`src/rtl/coin_pkg.sv`:
```
// Shared types and constants for the coin sweep controller: FSM states,
// coin ROM word layout, sprite geometry and the per-slot coin record.
package coin_pkg;

    typedef enum logic [1:0] {
        S_LOAD_ADDR,
        S_LOAD_CAP,
        S_IDLE,
        S_SWEEP
    } state_t;

    localparam int unsigned ROM_W        = 38;
    localparam int unsigned X_W          = 10;
    localparam int unsigned Y_W          = 9;
    localparam int unsigned KIND_W       = 4;
    localparam int unsigned ROM_X_LSB    = 28;
    localparam int unsigned ROM_Y_LSB    = 19;
    localparam int unsigned ROM_KIND_LSB = 15;

    localparam int unsigned COIN_W   = 16;
    localparam int unsigned PAC_W    = 26;
    localparam int unsigned COIN_OFS = COIN_W - 1;
    localparam int unsigned PAC_OFS  = PAC_W - 1;

    // One bit wider than the screen coordinates so far-edge sums never wrap
    localparam int unsigned CMP_W = 11;

    typedef struct packed {
        logic [X_W-1:0] x;
        logic [Y_W-1:0] y;
        logic           vis;
    } coin_t;

endpackage

```
`src/rtl/coin_overlap_cmp.sv`:
```
// Combinational box-overlap test between one 16x16 coin and the 26x26
// Pac-Man sprite, evaluated at 11 bits.
module coin_overlap_cmp
    import coin_pkg::*;
(
    input  logic [X_W-1:0] coin_x,
    input  logic [Y_W-1:0] coin_y,
    input  logic [X_W-1:0] pac_x,
    input  logic [Y_W-1:0] pac_y,
    output logic           hit
);

    logic [CMP_W-1:0] cx;
    logic [CMP_W-1:0] cy;
    logic [CMP_W-1:0] px;
    logic [CMP_W-1:0] py;

    always_comb begin
        cx  = CMP_W'(coin_x);
        cy  = CMP_W'(coin_y);
        px  = CMP_W'(pac_x);
        py  = CMP_W'(pac_y);
        hit = (cx + CMP_W'(COIN_OFS) >= px) &&
              (cx <= px + CMP_W'(PAC_OFS)) &&
              (cy + CMP_W'(COIN_OFS) >= py) &&
              (cy <= py + CMP_W'(PAC_OFS));
    end

endmodule

```
`src/rtl/coin_sweep_controller.sv`:
```
// Loads coin placements from ROM, then once per frame sweeps every coin
// through one shared overlap comparator, tracking visibility and score.
module coin_sweep_controller
    import coin_pkg::*;
#(
    parameter int unsigned N_COINS = 4,
    parameter int unsigned AW      = 3
) (
    input  logic               clk,
    input  logic               reset,
    input  logic               frame_start,
    input  logic               level_restart,
    input  logic [9:0]         pacman_left_x,
    input  logic [8:0]         pacman_top_y,
    output logic [AW-1:0]      rom_addr,
    input  logic [37:0]        rom_data,
    input  logic [AW-1:0]      draw_idx,
    output logic [9:0]         draw_x,
    output logic [8:0]         draw_y,
    output logic               draw_vis,
    output logic [N_COINS-1:0] coin_vis,
    output logic               eaten,
    output logic [7:0]         score,
    output logic               all_collected,
    output logic               busy
);

    localparam int unsigned   IW       = (N_COINS > 1) ? $clog2(N_COINS) : 1;
    localparam logic [AW-1:0] LAST_IDX = AW'(N_COINS - 1);
    localparam logic [AW-1:0] NUM_IDX  = AW'(N_COINS);

    state_t         state;
    logic [AW-1:0]  idx;
    logic [IW-1:0]  sel;
    coin_t          slots [N_COINS];
    coin_t          cur;
    coin_t          rom_coin;
    logic           loaded;
    logic           pending;
    logic [X_W-1:0] pac_x_q;
    logic [Y_W-1:0] pac_y_q;
    logic           cmp_hit;
    logic           sweep_hit;
    logic           unused_rom_bits;

    assign sel      = idx[IW-1:0];
    assign rom_addr = idx;

    always_comb begin
        cur          = slots[sel];
        rom_coin.x   = rom_data[ROM_X_LSB +: X_W];
        rom_coin.y   = rom_data[ROM_Y_LSB +: Y_W];
        rom_coin.vis = |rom_data[ROM_KIND_LSB +: KIND_W];
    end

    assign unused_rom_bits = ^rom_data[ROM_KIND_LSB-1:0];

    coin_overlap_cmp u_cmp (
        .coin_x (cur.x),
        .coin_y (cur.y),
        .pac_x  (pac_x_q),
        .pac_y  (pac_y_q),
        .hit    (cmp_hit)
    );

    assign sweep_hit = (state == S_SWEEP) && cur.vis && cmp_hit;

    always_comb begin
        draw_x   = '0;
        draw_y   = '0;
        draw_vis = 1'b0;
        if (draw_idx < NUM_IDX) begin
            draw_x   = slots[draw_idx[IW-1:0]].x;
            draw_y   = slots[draw_idx[IW-1:0]].y;
            draw_vis = slots[draw_idx[IW-1:0]].vis;
        end
    end

    always_comb begin
        coin_vis = '0;
        for (int unsigned i = 0; i < N_COINS; i++) begin
            coin_vis[i] = slots[i].vis;
        end
    end

    assign all_collected = loaded & ~|coin_vis;

    always_ff @(posedge clk) begin
        if (reset) begin
            state   <= S_LOAD_ADDR;
            idx     <= '0;
            loaded  <= 1'b0;
            pending <= 1'b0;
            eaten   <= 1'b0;
            score   <= '0;
            busy    <= 1'b1;
            pac_x_q <= '0;
            pac_y_q <= '0;
            for (int unsigned i = 0; i < N_COINS; i++) begin
                slots[i] <= '0;
            end
        end else begin
            eaten <= 1'b0;
            if (level_restart) begin
                // Slot contents are left in place; the reload overwrites them
                state   <= S_LOAD_ADDR;
                idx     <= '0;
                loaded  <= 1'b0;
                pending <= 1'b0;
                score   <= '0;
                busy    <= 1'b1;
            end else begin
                case (state)
                    S_LOAD_ADDR: begin
                        if (frame_start) pending <= 1'b1;
                        state <= S_LOAD_CAP;
                    end
                    S_LOAD_CAP: begin
                        if (frame_start) pending <= 1'b1;
                        slots[sel] <= rom_coin;
                        if (idx == LAST_IDX) begin
                            loaded <= 1'b1;
                            busy   <= 1'b0;
                            state  <= S_IDLE;
                        end else begin
                            idx   <= idx + AW'(1);
                            state <= S_LOAD_ADDR;
                        end
                    end
                    S_IDLE: begin
                        if (frame_start || pending) begin
                            pending <= 1'b0;
                            idx     <= '0;
                            pac_x_q <= pacman_left_x;
                            pac_y_q <= pacman_top_y;
                            busy    <= 1'b1;
                            state   <= S_SWEEP;
                        end
                    end
                    S_SWEEP: begin
                        if (frame_start) pending <= 1'b1;
                        if (sweep_hit) begin
                            slots[sel].vis <= 1'b0;
                            eaten          <= 1'b1;
                            if (score != '1) score <= score + 8'd1;
                        end
                        if (idx == LAST_IDX) begin
                            busy  <= 1'b0;
                            state <= S_IDLE;
                        end else begin
                            idx <= idx + AW'(1);
                        end
                    end
                    default: begin
                        state <= S_LOAD_ADDR;
                        idx   <= '0;
                        busy  <= 1'b1;
                    end
                endcase
            end
        end
    end

endmodule

```
`config.mk`:
```
export PLATFORM = sky130hd
export DESIGN_NAME = coin_sweep_controller
export DESIGN_NICKNAME = d
export VERILOG_FILES = /design/src/rtl/coin_pkg.sv /design/src/rtl/coin_overlap_cmp.sv /design/src/rtl/coin_sweep_controller.sv
export SDC_FILE = /design/constraint.sdc
export NUM_CORES = 1
export LEC_CHECK = 0
export CELL_PAD_IN_SITES_DETAIL_PLACEMENT = 0
export CELL_PAD_IN_SITES_GLOBAL_PLACEMENT = 1
export CORE_UTILIZATION = 40
export DETAILED_ROUTE_END_ITERATION = 7
export GPL_TIMING_DRIVEN = 0
export PLACE_DENSITY = 0.88
export SYNTH_ARGS = -nofsm -noshare
export SYNTH_HDL_FRONTEND = slang
export SYNTH_SLANG_ARGS = --single-unit
```
`constraint.sdc`:
```
create_clock -name clk -period 4.6 [get_ports clk]
set_clock_uncertainty 0.2 [all_clocks]
set_input_delay 0.92 -clock clk [delete_from_list [all_inputs] [get_ports clk]]
set_output_delay 0.92 -clock clk [all_outputs]
set_load 0.02 [all_outputs]
```
* Yosys cells after proc, flatten, opt, wreduce, memory -nomap -nowiden
Memory sizes are Yosys's and may differ from the RTL's. A register that Yosys moved wholly into a read port is not among the register bits. Index checks and enable logic that the tools add are counted. W data, S select, Z words.
Cells by class: bitwise gates (word level) 3, add/sub/neg operators 6, multiplexer cells 33, reductions and logical operators 22, $lt $le $gt $ge 5, eq/ne operators 10
Operator list (number):
- $mux W20 | 1
- $reduce_or A20 Y1 | 1
- $mux W1 | 17
- $mux W2 | 7
- $reduce_and A3 Y1 | 4
- $add A10 B4 Y11 const B | 1
- $add A10 B5 Y11 const B | 1
- $ge A11 B10 Y1 | 1
- $ge A11 B9 Y1 | 1
- $le A10 B11 Y1 | 1
- $le A9 B11 Y1 | 1
- $add A9 B4 Y10 const B | 1
- $add A9 B5 Y10 const B | 1
- $mux W10 | 1
- $mux W9 | 1
- $add A8 B1 Y8 const B | 1
- $ne A8 B8 Y1 const B | 1
- $pmux W2 S4 | 1
- $reduce_or A4 Y1 | 2
- $mux W3 | 2
- $ne A2 B1 Y1 const B | 3
- $pmux W3 S2 | 1
- $reduce_and A2 Y1 | 3
- $logic_and A1 B1 Y1 | 5
- 16 further kinds | 20
Storage, ports and cells: memories kept 1, bits in writable memories 80, output and inout bits 38, logic and storage cells 89, flip-flop bits (word level) 36, bits of input ports 64
Memories:
- slots | depth 4, bits a word 20, read ports 6, clocked after memory_dff 1, write ports 4, line coin_sweep_controller.sv:35 | coin_t slots [N_COINS];

* Longest topological paths before layout
depth in word-level cells 14, gate-level depth with buffers 20, gate-level depth less buffers 16

* Modules after synthesis
Synthesis repeated with hierarchy kept, for this count alone.
Unflattened totals: cell total of the unflattened synthesis 609, area total of the unflattened synthesis 7028.0 µm²
By module, submodules not included:
- coin_sweep_controller | cells an instance 414, instances 1, area each 5610.4 µm²
- coin_overlap_cmp | cells an instance 195, instances 1, area each 1417.6 µm²

* Worst setup path before layout
OpenSTA, ideal clock, no wires.
kind register to register, start point register (tool-made name), end point memory slots[3][0] (netlist bit) (enable), setup slack 0.145 ns, stages on the path, launching flop included 20, required time 4.140 ns, arrival time 3.994 ns, period minus slack after synthesis 4.455 ns, buffers on the path 3, path through dfxtp_1 -> buf_6 -> buf_12 -> mux4_2 -> inv_1 -> ha_1 -> nand2_1 -> o22ai_1 -> nand2_1 -> xor2_1 -> ha_1 -> a211oi_1 -> nor2_1 -> a2111oi_0 -> a21oi_1 -> o311ai_1 -> nor3_1 -> a21oi_1 -> clkbuf_1 -> o21ai_0
RTL lines (line):
- end: declaration | coin_sweep_controller.sv:35

==> impl_metrics.json <==
{
  "seq_area_frac_synth_pct": 44.43,
  "vias_per_cell": 5.270,
  "setup_viol": 0,
  "area.growth.synth_to_final_pct": 28.72,
  "ant_nets": 0,
  "grtUsageTotal_pct": 19.43,
  "worstPathArrival_ns": 4.60,
  "maxSlewViolCount": 0,
  "cts.sinks": 118,
  "wl_per_cell_um": 17.03,
  "syn-num-nets": 753,
  "core_um2": 17360,
  "outcome": "complete, no violations",
  "setup_ws_ns": 0.1521,
  "synth-simple-area-share_pct": 19.19,
  "wl_um": 16930,
  "ys_top_cells_by_area": "edfxtp_1, dfxtp_1, mux4_2, ha_1, and2_1",
  "synth-async-reset-ratio_pct": 0,
  "power.density_nw_per_um2": 327.5,
  "cts_buffer_depth": 2,
  "min_period_ns": 4.448,
  "hp-class": "reg2reg",
  "synth_top_family_by_area": "simple AND/OR/NAND/NOR gates",
  "overflow": 0,
  "setup_tns_ns": 0,
  "clockRootBuffer": "clkbuf_16",
  "worst_slew_pin_slew_ns": 0.9986,
  "grt_pass1_vias": 5106,
  "yosysTopAreaCellShare_pct": 33.74,
  "cts_tree": "done",
  "design_area_um2": 9164,
  "postPlaceCellArea_um2": 8313,
  "htree_levels": 4,
  "crit_chain": "buf_12 -> buf_12 -> mux4_2 -> inv_1 -> ha_2 -> nand2_1 -> o22ai_2 -> a21oi_2 -> xor2_1 -> ha_1 -> nand4_1 -> or3_4 -> a21oi_4 -> o311ai_4 -> or3_4 -> or4_1 -> a21oi_1",
  "first_pass_iters": 5,
  "end_kind": "flip-flop",
  "critPathKind": "reg2reg",
  "gp_congestion": 0.8075,
  "fin_total_pwr_w": 0.003001,
  "grt_pass1_wl_um": 26500,
  "dp_slack_ns": -0.7920,
  "postCtsHoldBufs": 0,
  "synth_mux_area_share_pct": 13.34,
  "power_leakage_nw": 3.284,
  "drt_iter0_drc": 338,
  "required_ns": 4.75,
  "start_util_pct": 41.02,
  "vias": 5238,
  "yosysUniqueCellTypes": 51,
  "synthCells": 644,
  "drc": 0,
  "slowest_delay_ns": 0.54,
  "yosysMostFrequentCell": "edfxtp_1",
  "cp_slowest_cell": "mux4_2",
  "period_share_pct": 96.69,
  "synth_area_leader_cell": "edfxtp_1",
  "synthTopCellsByCount": "edfxtp_1, nand2_1, and2_1",
  "cp-start-kind": "flip-flop",
  "drive_gt1_share_pct": 13.91,
  "crit_fanout": 10,
  "dieWidth_um": 135.4,
  "synth_xor_area_share_pct": 3.445,
  "antenna_cells": 0,
  "nNetsFinal": 866,
  "synth-compound-area-share_pct": 7.504,
  "dieArea_um2": 18340,
  "fmax_ghz": 0.2248,
  "dp_hpwl_um": 12180,
  "ys.flop_type": "edfxtp_1",
  "synth_edf_count": 80,
  "yosysWarnings": 0,
  "path_clk_slew_ns": 0.06,
  "placementRows": 48,
  "io_pins": 102,
  "syn_area_per_cell_um2": 11.05,
  "maxCapViolCount": 0,
  "syn-cell-area_um2": 7119,
  "dieHeight_um": 135.4,
  "max_slew_margin_pct": 33.43,
  "port_buffers": 83,
  "hold_violations": 0,
  "rsz0062_at_grt": "false",
  "ys_ff_latch": 118,
  "irDropWorstVdd_uv": 273.9,
  "fin_util_pct": 52.80,
  "insertion_delay_ns": 0.42,
  "cts_buffers": 17,
  "synth_fa_ha_area_share_pct": 7.909,
  "grt_max_degree": 20,
  "antenna_found_initial": 0
}
==> state kept, by name, summed over array words and instances (netlist names), named ones only <==
register and count:
pac_x_q 10, state 2, rom_addr 3, pac_y_q 9
loaded 1, pending 1, slots 80, busy 1
score 8, eaten 1
==> routing by layer <==
| metal | GRT usage, % | vias to the layer above | part of all wire [%] |
|---|---|---|---|
| met2 | 32.48 | 138 | 49 |
| met4 | 6.929 | 0 | 1.8 |
| li1 | - | 2577 | - |
| met1 | 24.72 | 2496 | 44 |
| met5 | 0 | - | 0 |
| met3 | 4.227 | 27 | 5.1 |
==> stage by stage <==
stage	hold slack, ns	instances
after CTS	0.2687	994
after floorplan	0.2492	644
after detailed placement	0.2555	955
after global routing	0.3115	994
final	0.2768	994
after global placement	0.2543	952
==> area by class of cell <==
type	instances	area [µm²]
Buffer	29	185.2
Clock buffer	20	436.7
Clock inverter	11	205.2
Fill cell	1460	8193
Inverter	37	138.9
Multi-Input combinational cell	459	3781
Sequential cell	118	3167
Tap cell	225	281.5
Timing Repair Buffer	95	968.4
==> layout by cell type, fill, tap and decap left out, types with 4 or more instances in the layout <==
cell type / instances
dfxtp_1: 37
and3_1: 8
nor2b_1: 44
clkdlybuf4s50_1: 83
nand3_1: 10
clkbuf_16: 17
bufinv_16: 6
nor2_1: 25
buf_4: 14
a21oi_1: 38
xor2_1: 6
mux4_2: 30
ha_1: 44
o31ai_1: 6
nand4_1: 7
edfxtp_1: 80
and2_1: 59
inv_1: 35
nand2_1: 65
xnor2_1: 22
mux4_1: 9
nand2b_1: 7
nor3_1: 10
a211oi_1: 4
o21ai_0: 9
clkbuf_1: 21
==> final timing paths <==
path,startpoint,end,slack (ns),depth (start not counted)
setup / recovery,flip-flop,score[4],0.15,17
setup reg to reg,flip-flop,score[4],0.15,17
hold reg to reg,busy,busy,0.28,2
hold / removal,busy,busy,0.28,2
==> power breakdown <==
group	switching (W)	total (W)	leakage, nW	internal, W
clock	0.000465	0.00147	0.311	0.00101
sequential	0.0000166	0.00118	1.13	0.00116
combinational	0.000173	0.000351	1.84	0.000178
total	0.000654	0.00300	3.28	0.00235
==> worst max-delay path, delay by kind of cell, from the launching register on <==
| family | cells | cell delay (ns) |
|---|---|---|
| simple gates | 5 | 1.56 |
| compound gates | 5 | 0.73 |
| mux | 1 | 0.54 |
| fa+ha+maj | 2 | 0.50 |
| flops | 1 | 0.37 |
| buf+inv | 3 | 0.33 |
| xor+xnor | 1 | 0.15 |
==> kinds of logic after synthesis <==
family          count (synthesis)
simple gates                  256
xor+xnor                       28
flops                         118
mux                            42
buf+inv                        67
compound gates                 88
fa+ha+maj                      45
==> what timing repair did <==
action | 4_1_cts | 5_1_grt
resized for setup | 23 | 12
setup endpoints to repair | 32 | 29
pin swaps | 4 | 5
buffers inserted | 8 | 1
Power figures use the tool's default switching activity.
